**config.mk**
```make
export PLATFORM = sky130hd
export DESIGN_NAME = sa_stream_ctrl
export DESIGN_NICKNAME = d
export VERILOG_FILES = /design/src/rtl/sa_stream_ctrl_pkg.sv /design/src/rtl/sa_skew_line.sv /design/src/rtl/sa_stream_ctrl.sv
export SDC_FILE = /design/constraint.sdc
export NUM_CORES = 1
export LEC_CHECK = 0
export BUFFER_PORTS_ARGS = -buffer_cell sky130_fd_sc_hd__buf_4
export CORE_UTILIZATION = 52
export CTS_BUF_LIST = sky130_fd_sc_hd__clkbuf_16
export DETAILED_ROUTE_END_ITERATION = 12
export GPL_TIMING_DRIVEN = 0
export HOLD_SLACK_MARGIN = 0.05
export PLACE_DENSITY_LB_ADDON = 0.05
export SLEW_MARGIN = 20
export SYNTH_ARGS = -nofsm -noshare
export SYNTH_HDL_FRONTEND = slang
export SYNTH_SLANG_ARGS = --single-unit
```
**constraint.sdc**
```tcl
create_clock -name clk -period 3.55 [get_ports clk]
set_clock_uncertainty 0.2 [all_clocks]
set_input_delay 0.5325 -clock clk [delete_from_list [all_inputs] [get_ports clk]]
set_output_delay 0.5325 -clock clk [all_outputs]
set_load 0.1 [all_outputs]
```
**src/rtl/sa_stream_ctrl_pkg.sv**
```systemverilog
// Shared types and helpers for the systolic-array stream controller.
package sa_pkg;

  // Controller job phases.
  typedef enum logic [2:0] {
    IDLE,
    FILL,
    LOAD_W,
    RUN,
    SEND
  } saState_e;

  // Address width for an N-entry memory (at least one bit).
  function automatic int unsigned addrWidth(input int unsigned n);
    if (n <= 1) begin
      return 1;
    end
    return $clog2(n);
  endfunction

endpackage

```
**src/rtl/sa_skew_line.sv**
```systemverilog
// Fixed-depth delay chain for one valid/address pair of the array skew.
module sa_skew_line
  import sa_pkg::*;
#(
  parameter int unsigned DEPTH  = 1,
  parameter int unsigned ADDR_W = 2
) (
  input  logic              clk,
  input  logic              rst,
  input  logic              flush,
  input  logic              inValid,
  input  logic [ADDR_W-1:0] inAddr,
  output logic              outValid,
  output logic [ADDR_W-1:0] outAddr
);

  logic [DEPTH-1:0]             validPipe;
  logic [DEPTH-1:0][ADDR_W-1:0] addrPipe;
  logic [DEPTH:0]               validNext;
  logic [DEPTH:0][ADDR_W-1:0]   addrNext;

  // New sample enters at the bottom; the top element is the delayed output.
  assign validNext = {validPipe, inValid};
  assign addrNext  = {addrPipe, inAddr};
  assign outValid  = validNext[DEPTH];
  assign outAddr   = addrNext[DEPTH];

  // Shift by one stage per cycle; abort empties the chain.
  always_ff @(posedge clk) begin
    if (rst || flush) begin
      validPipe <= '0;
      addrPipe  <= '0;
    end else begin
      validPipe <= validNext[DEPTH-1:0];
      addrPipe  <= addrNext[DEPTH-1:0];
    end
  end

endmodule

```
**src/rtl/sa_stream_ctrl.sv**
```systemverilog
// Job sequencer for an NxN systolic array: stream in, load weights, run, stream out.
module sa_stream_ctrl
  import sa_pkg::*;
#(
  parameter int unsigned ARRAY_SIZE = 4,
  parameter int unsigned ARRAY_LAT  = 8,
  parameter int unsigned ADDR_W     = addrWidth(ARRAY_SIZE)
) (
  input  logic                         clk,
  input  logic                         rst,
  input  logic                         start,
  input  logic                         interrupt,
  input  logic                         reuse_weights,
  input  logic                         s_tvalid,
  input  logic                         s_tlast,
  output logic                         s_tready,
  input  logic                         m_tready,
  output logic                         m_tvalid,
  output logic                         m_tlast,
  output logic                         fill_we,
  output logic [ADDR_W-1:0]            abc_waddr,
  output logic                         load_w,
  output logic [ADDR_W-1:0]            c_raddr,
  output logic [ARRAY_SIZE-1:0]        ab_valid,
  output logic [ARRAY_SIZE*ADDR_W-1:0] ab_raddr,
  output logic [ARRAY_SIZE-1:0]        yz_we,
  output logic [ARRAY_SIZE*ADDR_W-1:0] yz_waddr,
  output logic [ADDR_W-1:0]            yz_raddr,
  output logic                         busy,
  output logic                         done,
  output logic                         err_tlast
);

  localparam int unsigned RUN_LEN = ARRAY_LAT + 2 * ARRAY_SIZE - 1;
  localparam int unsigned CNT_W   = $clog2(RUN_LEN + 1);
  localparam logic [ADDR_W-1:0] LAST_IDX = ADDR_W'(ARRAY_SIZE - 1);

  saState_e          state;
  logic [CNT_W-1:0]  cnt;
  logic [CNT_W-1:0]  cntInc;
  logic [ADDR_W-1:0] beatIdx;
  logic [ADDR_W-1:0] sendIdx;
  logic              wloadOk;
  logic              reuseReg;
  logic              abValid0;
  logic [ADDR_W-1:0] abAddr0;
  logic              yzWe0;
  logic [ADDR_W-1:0] yzAddr0;
  logic              flush;
  logic              beatAcc;
  logic              lastBeat;
  logic              sendHs;
  logic              yzIn;
  logic [CNT_W-1:0]  yzOff;

  assign cntInc   = cnt + CNT_W'(1);
  assign flush    = interrupt && (state != IDLE);
  assign beatAcc  = s_tready && s_tvalid;
  assign lastBeat = (beatIdx == LAST_IDX);
  assign sendHs   = m_tvalid && m_tready;
  assign yzIn     = (cntInc >= CNT_W'(ARRAY_LAT)) && (cntInc < CNT_W'(ARRAY_LAT + ARRAY_SIZE));
  assign yzOff    = cntInc - CNT_W'(ARRAY_LAT);

  // s_tready is high exactly in FILL, so an accepted beat is the write strobe.
  assign fill_we   = beatAcc;
  assign abc_waddr = beatIdx;

  // Read address leads the output by one cycle and holds through a stall.
  assign yz_raddr = (sendHs && !m_tlast) ? sendIdx + ADDR_W'(1) : sendIdx;

  // Job FSM with registered strobes; line-0/column-0 sequences are precomputed one cycle ahead.
  always_ff @(posedge clk) begin
    if (rst) begin
      state     <= IDLE;
      cnt       <= '0;
      beatIdx   <= '0;
      sendIdx   <= '0;
      wloadOk   <= 1'b0;
      reuseReg  <= 1'b0;
      abValid0  <= 1'b0;
      abAddr0   <= '0;
      yzWe0     <= 1'b0;
      yzAddr0   <= '0;
      s_tready  <= 1'b0;
      m_tvalid  <= 1'b0;
      m_tlast   <= 1'b0;
      load_w    <= 1'b0;
      c_raddr   <= '0;
      busy      <= 1'b0;
      done      <= 1'b0;
      err_tlast <= 1'b0;
    end else if (flush) begin
      state    <= IDLE;
      cnt      <= '0;
      beatIdx  <= '0;
      sendIdx  <= '0;
      wloadOk  <= 1'b0;
      abValid0 <= 1'b0;
      abAddr0  <= '0;
      yzWe0    <= 1'b0;
      yzAddr0  <= '0;
      s_tready <= 1'b0;
      m_tvalid <= 1'b0;
      m_tlast  <= 1'b0;
      load_w   <= 1'b0;
      c_raddr  <= '0;
      busy     <= 1'b0;
      done     <= 1'b0;
    end else begin
      done <= 1'b0;
      case (state)
        IDLE: begin
          if (start) begin
            state     <= FILL;
            busy      <= 1'b1;
            s_tready  <= 1'b1;
            beatIdx   <= '0;
            reuseReg  <= reuse_weights;
            err_tlast <= 1'b0;
          end
        end
        FILL: begin
          if (beatAcc) begin
            if (s_tlast != lastBeat) begin
              err_tlast <= 1'b1;
            end
            if (lastBeat) begin
              beatIdx  <= '0;
              s_tready <= 1'b0;
              cnt      <= '0;
              if (reuseReg && wloadOk) begin
                state    <= RUN;
                abValid0 <= 1'b1;
                abAddr0  <= '0;
                yzWe0    <= (ARRAY_LAT == 0);
                yzAddr0  <= '0;
              end else begin
                state   <= LOAD_W;
                load_w  <= 1'b1;
                c_raddr <= '0;
              end
            end else begin
              beatIdx <= beatIdx + ADDR_W'(1);
            end
          end
        end
        LOAD_W: begin
          if (cnt == CNT_W'(ARRAY_SIZE - 1)) begin
            state    <= RUN;
            cnt      <= '0;
            load_w   <= 1'b0;
            c_raddr  <= '0;
            wloadOk  <= 1'b1;
            abValid0 <= 1'b1;
            abAddr0  <= '0;
            yzWe0    <= (ARRAY_LAT == 0);
            yzAddr0  <= '0;
          end else begin
            cnt     <= cntInc;
            c_raddr <= ADDR_W'(cntInc);
          end
        end
        RUN: begin
          if (cnt == CNT_W'(RUN_LEN - 1)) begin
            state    <= SEND;
            cnt      <= '0;
            abValid0 <= 1'b0;
            abAddr0  <= '0;
            yzWe0    <= 1'b0;
            yzAddr0  <= '0;
            sendIdx  <= '0;
          end else begin
            cnt      <= cntInc;
            abValid0 <= (cntInc < CNT_W'(ARRAY_SIZE));
            abAddr0  <= (cntInc < CNT_W'(ARRAY_SIZE)) ? ADDR_W'(cntInc) : '0;
            yzWe0    <= yzIn;
            yzAddr0  <= yzIn ? ADDR_W'(yzOff) : '0;
          end
        end
        SEND: begin
          if (!m_tvalid) begin
            m_tvalid <= 1'b1;
            m_tlast  <= 1'b0;
            sendIdx  <= '0;
          end else if (m_tready) begin
            if (m_tlast) begin
              state    <= IDLE;
              m_tvalid <= 1'b0;
              m_tlast  <= 1'b0;
              sendIdx  <= '0;
              busy     <= 1'b0;
              done     <= 1'b1;
            end else begin
              sendIdx <= sendIdx + ADDR_W'(1);
              m_tlast <= ((sendIdx + ADDR_W'(1)) == LAST_IDX);
            end
          end
        end
        default: begin
          state <= IDLE;
        end
      endcase
    end
  end

  // Per-line and per-column skew: slice k is slice 0 delayed k cycles.
  for (genvar k = 0; k < ARRAY_SIZE; k++) begin : gSkew
    if (k == 0) begin : gHead
      assign ab_valid[0]           = abValid0;
      assign ab_raddr[0 +: ADDR_W] = abAddr0;
      assign yz_we[0]              = yzWe0;
      assign yz_waddr[0 +: ADDR_W] = yzAddr0;
    end else begin : gTail
      sa_skew_line #(
        .DEPTH  (k),
        .ADDR_W (ADDR_W)
      ) uAbLine (
        .clk      (clk),
        .rst      (rst),
        .flush    (flush),
        .inValid  (abValid0),
        .inAddr   (abAddr0),
        .outValid (ab_valid[k]),
        .outAddr  (ab_raddr[k*ADDR_W +: ADDR_W])
      );
      sa_skew_line #(
        .DEPTH  (k),
        .ADDR_W (ADDR_W)
      ) uYzCol (
        .clk      (clk),
        .rst      (rst),
        .flush    (flush),
        .inValid  (yzWe0),
        .inAddr   (yzAddr0),
        .outValid (yz_we[k]),
        .outAddr  (yz_waddr[k*ADDR_W +: ADDR_W])
      );
    end
  end

endmodule

```
==> summary.txt <==
Yosys
  • Synth async-reset ratio: 0
  • Compound-gate portion of the synthesized area: 0.1626
  • Register area share after synthesis: 0.4655
  • Synth Warn #: 0
  • Post-synthesis adder-cell area fraction: 0.02530
  • Largest family of logic cells by synthesized area: simple AND/OR/NAND/NOR gates
  • Synth Area in Simple Gates: 0.2435
  • Number of synthesized flops with an enable pin: 0
  • Syn Area/Cell: 8.871 um^2
  • Post-Syn Instances: around 220
  • Yosys cell types: 44
  • Top_reg_cell synth: dfxtp_1
  • Post-synthesis mux area share: 0.01012
  • Net count after synthesis: around 240
  • #FFs+latches synth: 46
  • Fraction of synthesized cell area in xor and xnor cells: 0.01771
  • Cell area after synthesis: 0.001978 mm^2

Placement
  • GPL Wtd Cong: 0.8849
  • Port Buffers: between 40 and 50
  • Detail Placement HPWL: around 3000 um
  • DP Area: roughly 0.0024 mm^2
  • Pre-CTS setup slack: 1197 ps

Run status
  • Status: complete, no violations

Hold path
  • HP Class: in -> reg

Power and ir drop
  • Peak supply drop: 471.9 uV
  • Static Leak: between 1 and 1.5 nW
  • Power Dens Cells: 652.1 mW/mm^2

Die
  • Core area: 0.003661 mm^2
  • Die ar.: around 0.004 mm^2
  • FP Rows: 22
  • Die Ht: between 60 and 70 um
  • Starting Density: 0.5403
  • Boundary Pins: 46
  • Die W: 63.68 um

CTS
  • Root cell of the clock tree: clkbuf_16
  • CTS H-tree depth: 2
  • Total CTS buffers: 5
  • Clk buf depth: 2
  • Post-CTS Repair Setup Buffers: 0
  • Clk slew on worst S/H paths: around 60 ps
  • # resized after CTS: 0
  • CTS tree: done
  • CTS Hold Bufs: 0
  • Clock latency on the worst-skew pair: 280 ps
  • Clk sinks: 46

Setup path
  • CP max stage cell: nor3b_1
  • CP required: approximately 3500 ps
  • Crit-path max FO: 7
  • Worst path arrival time: about 2300 ps
  • Worst-path cell chain: ha_1 -> nor3b_1 -> nor2_1 -> nor3_1 -> o21ai_0
  • WS Path Type: reg -> reg
  • Max incr delay on CP: around 470 ps
  • Startpoint Class: flop
  • Crit. End Element: flop

Layout
  • Layout area overhead: 27.32%
  • N_diodes: 0
  • Final #Nets: approximately 290
  • Final Core Density: 0.6880
  • Share of cells above drive strength 1: 0.2436
  • Fin area: roughly 0.0025 mm^2

Global routing
  • Initial antenna violation count: 0
  • GRT Util Overall: 0.2202
  • First-pass GRT wire length: 6962 um
  • Gr ovfl total: 0
  • Largest net degree at the start of global routing: 14
  • Number of global-route vias before repair: 1526

Timing
  • Period utilization: 0.6718
  • Post-Route Setup TNS: 0 ps
  • Normalized max-slew margin: 0.5078
  • Maximum clock rate: 0.4193 GHz
  • Final Worst Setup Slack: 1165 ps
  • Tightest Pin Transition: roughly 730 ps
  • Final hold vios: 0
  • WHS: roughly 240 ps
  • RSZ-0062 raised after global routing: false
  • Final Critical Period: roughly 2400 ps
  • Final count of pins violating max slew: 0
  • Endpoints failing setup: 0

Route
  • Vias per cell: around 5.3
  • Total detailed-routing wirelength: ~4000 um
  • Initial DRC count: 75
  • DR WL/cell: approximately 12 um
  • Routed vias: 1696
  • Antenna viol nets, final: 0
  • Remaining routing DRC violations: 0
  • Drt pass-1 iters: 4

Flow run
  • MaxCap Viol Count: 0
-- metrics by stage --
| stage | instances | total power [mW] |
|---|---|---|
| after floorplan | 223 | 1.092 |
| after global placement | 316 | 1.221 |
| after detailed placement | 316 | 1.222 |
| after CTS | 323 | 1.653 |
| after global routing | 323 | 1.742 |
| final | 323 | 1.642 |
-- routing by layer --
layer,up-vias,track usage,wire length (um)
met5,-,0,0
met4,0,0.05114,39
met3,5,0.05435,158
met2,41,0.3803,1920
met1,779,0.2724,1894
li1,871,-,-
-- cell usage in the layout (no fill, tap or decap), drive strengths merged, types with 3 or more instances in the layout --
cell    instances
a21oi          21
xnor2           4
a21o            3
dfxtp          46
buf            56
clkbuf         14
o21ai           9
or3b            3
ha              4
nor2           16
nand4           4
nand3           4
o31ai           3
inv             9
or4             3
and2           18
nand2b          3
nand2          15
or3             5
nor3b           3
-- cell usage after synthesis, drive strengths merged, types with 2 or more instances --
cell type,instances,area share
dfxtp,46,0.47
a21oi,21,0.053
and2,18,0.057
nor2,16,0.030
nand2,15,0.028
buf,11,0.041
clkbuf,9,0.017
inv,9,0.017
o21ai,9,0.023
or3,5,0.016
ha,4,0.025
nand3,4,0.010
nand4,4,0.013
xnor2,4,0.018
a21o,3,0.011
nand2b,3,0.0095
nor3b,3,0.011
o31ai,3,0.011
or3b,3,0.015
or4,3,0.011
a211oi,2,0.0076
a21boi,2,0.0076
a22oi,2,0.0076
mux2i,2,0.010
nand3b,2,0.0076
nor2b,2,0.0063
nor3,2,0.0051
o21a,2,0.0076
o22ai,2,0.0063
-- final cells by class --
cell class	instances	area, um^2
Fill cell	350	1142
Tap cell	48	60.06
Clock inverter	2	10.01
Clock buffer	5	125.1
Sequential cell	46	920.9
Buffer	20	115.1
Multi-Input combinational cell	148	915.9
Timing Repair Buffer	45	337.8
Inverter	9	33.78
-- cell families (layout without fill, tap and decap cells) --
group                      count (synthesis)  in the layout
AOI/OAI and AO/OA                         52             52
xor gates and xnor gates                   4              4
adders and majority gates                  4              4
buffers and inverters                     29             81
DFF                                       46             46
muxes                                      2              2
and+or+nand+nor                           86             86
-- power breakdown --
part           internal [mW]  switching (mW)  leakage [nW]  total (mW)
registers              0.560          0.0316         0.372       0.592
clock network          0.254           0.173        0.0694       0.426
logic                  0.185           0.439         0.663       0.624
total                  0.998           0.644          1.10        1.64
-- path summary, 6_finish.rpt --
| path | start | to | slack (ps) | cells past startpoint |
|---|---|---|---|---|
| min reg2reg | gSkew[3].gTail.uYzCol.validPipe[1] | gSkew[3].gTail.uYzCol.validPipe[2] | 250 | 1 |
| min | rst | reuseReg | 240 | 2 |
| max | cnt[0] | yzWe0 | 1170 | 5 |
| max reg2reg | cnt[0] | yzWe0 | 1170 | 5 |
-- sequential cells by signal (all words and copies together) (netlist names), 2 cells and up --
name                           cells
gSkew.gTail.uYzCol.addrNext        2
sendIdx                            2
gSkew.gTail.uAbLine.outAddr        4
gSkew.gTail.uYzCol.validPipe       3
state                              3
abAddr0                            2
abc_waddr                          2
yzAddr0                            2
cnt                                4
gSkew.gTail.uAbLine.addrNext       2
c_raddr                            2
gSkew.gTail.uYzCol.outAddr         4
gSkew.gTail.uAbLine.validPipe      3
-- worst max-delay path, delay by kind of cell (launching register included) --
family | cells | cell delay [ps]
compound gates | 1 | 160
simple gates | 3 | 1130
flops | 1 | 460
fa+ha+maj | 1 | 300
No activity file was read; power rests on OpenSTA's default activity.
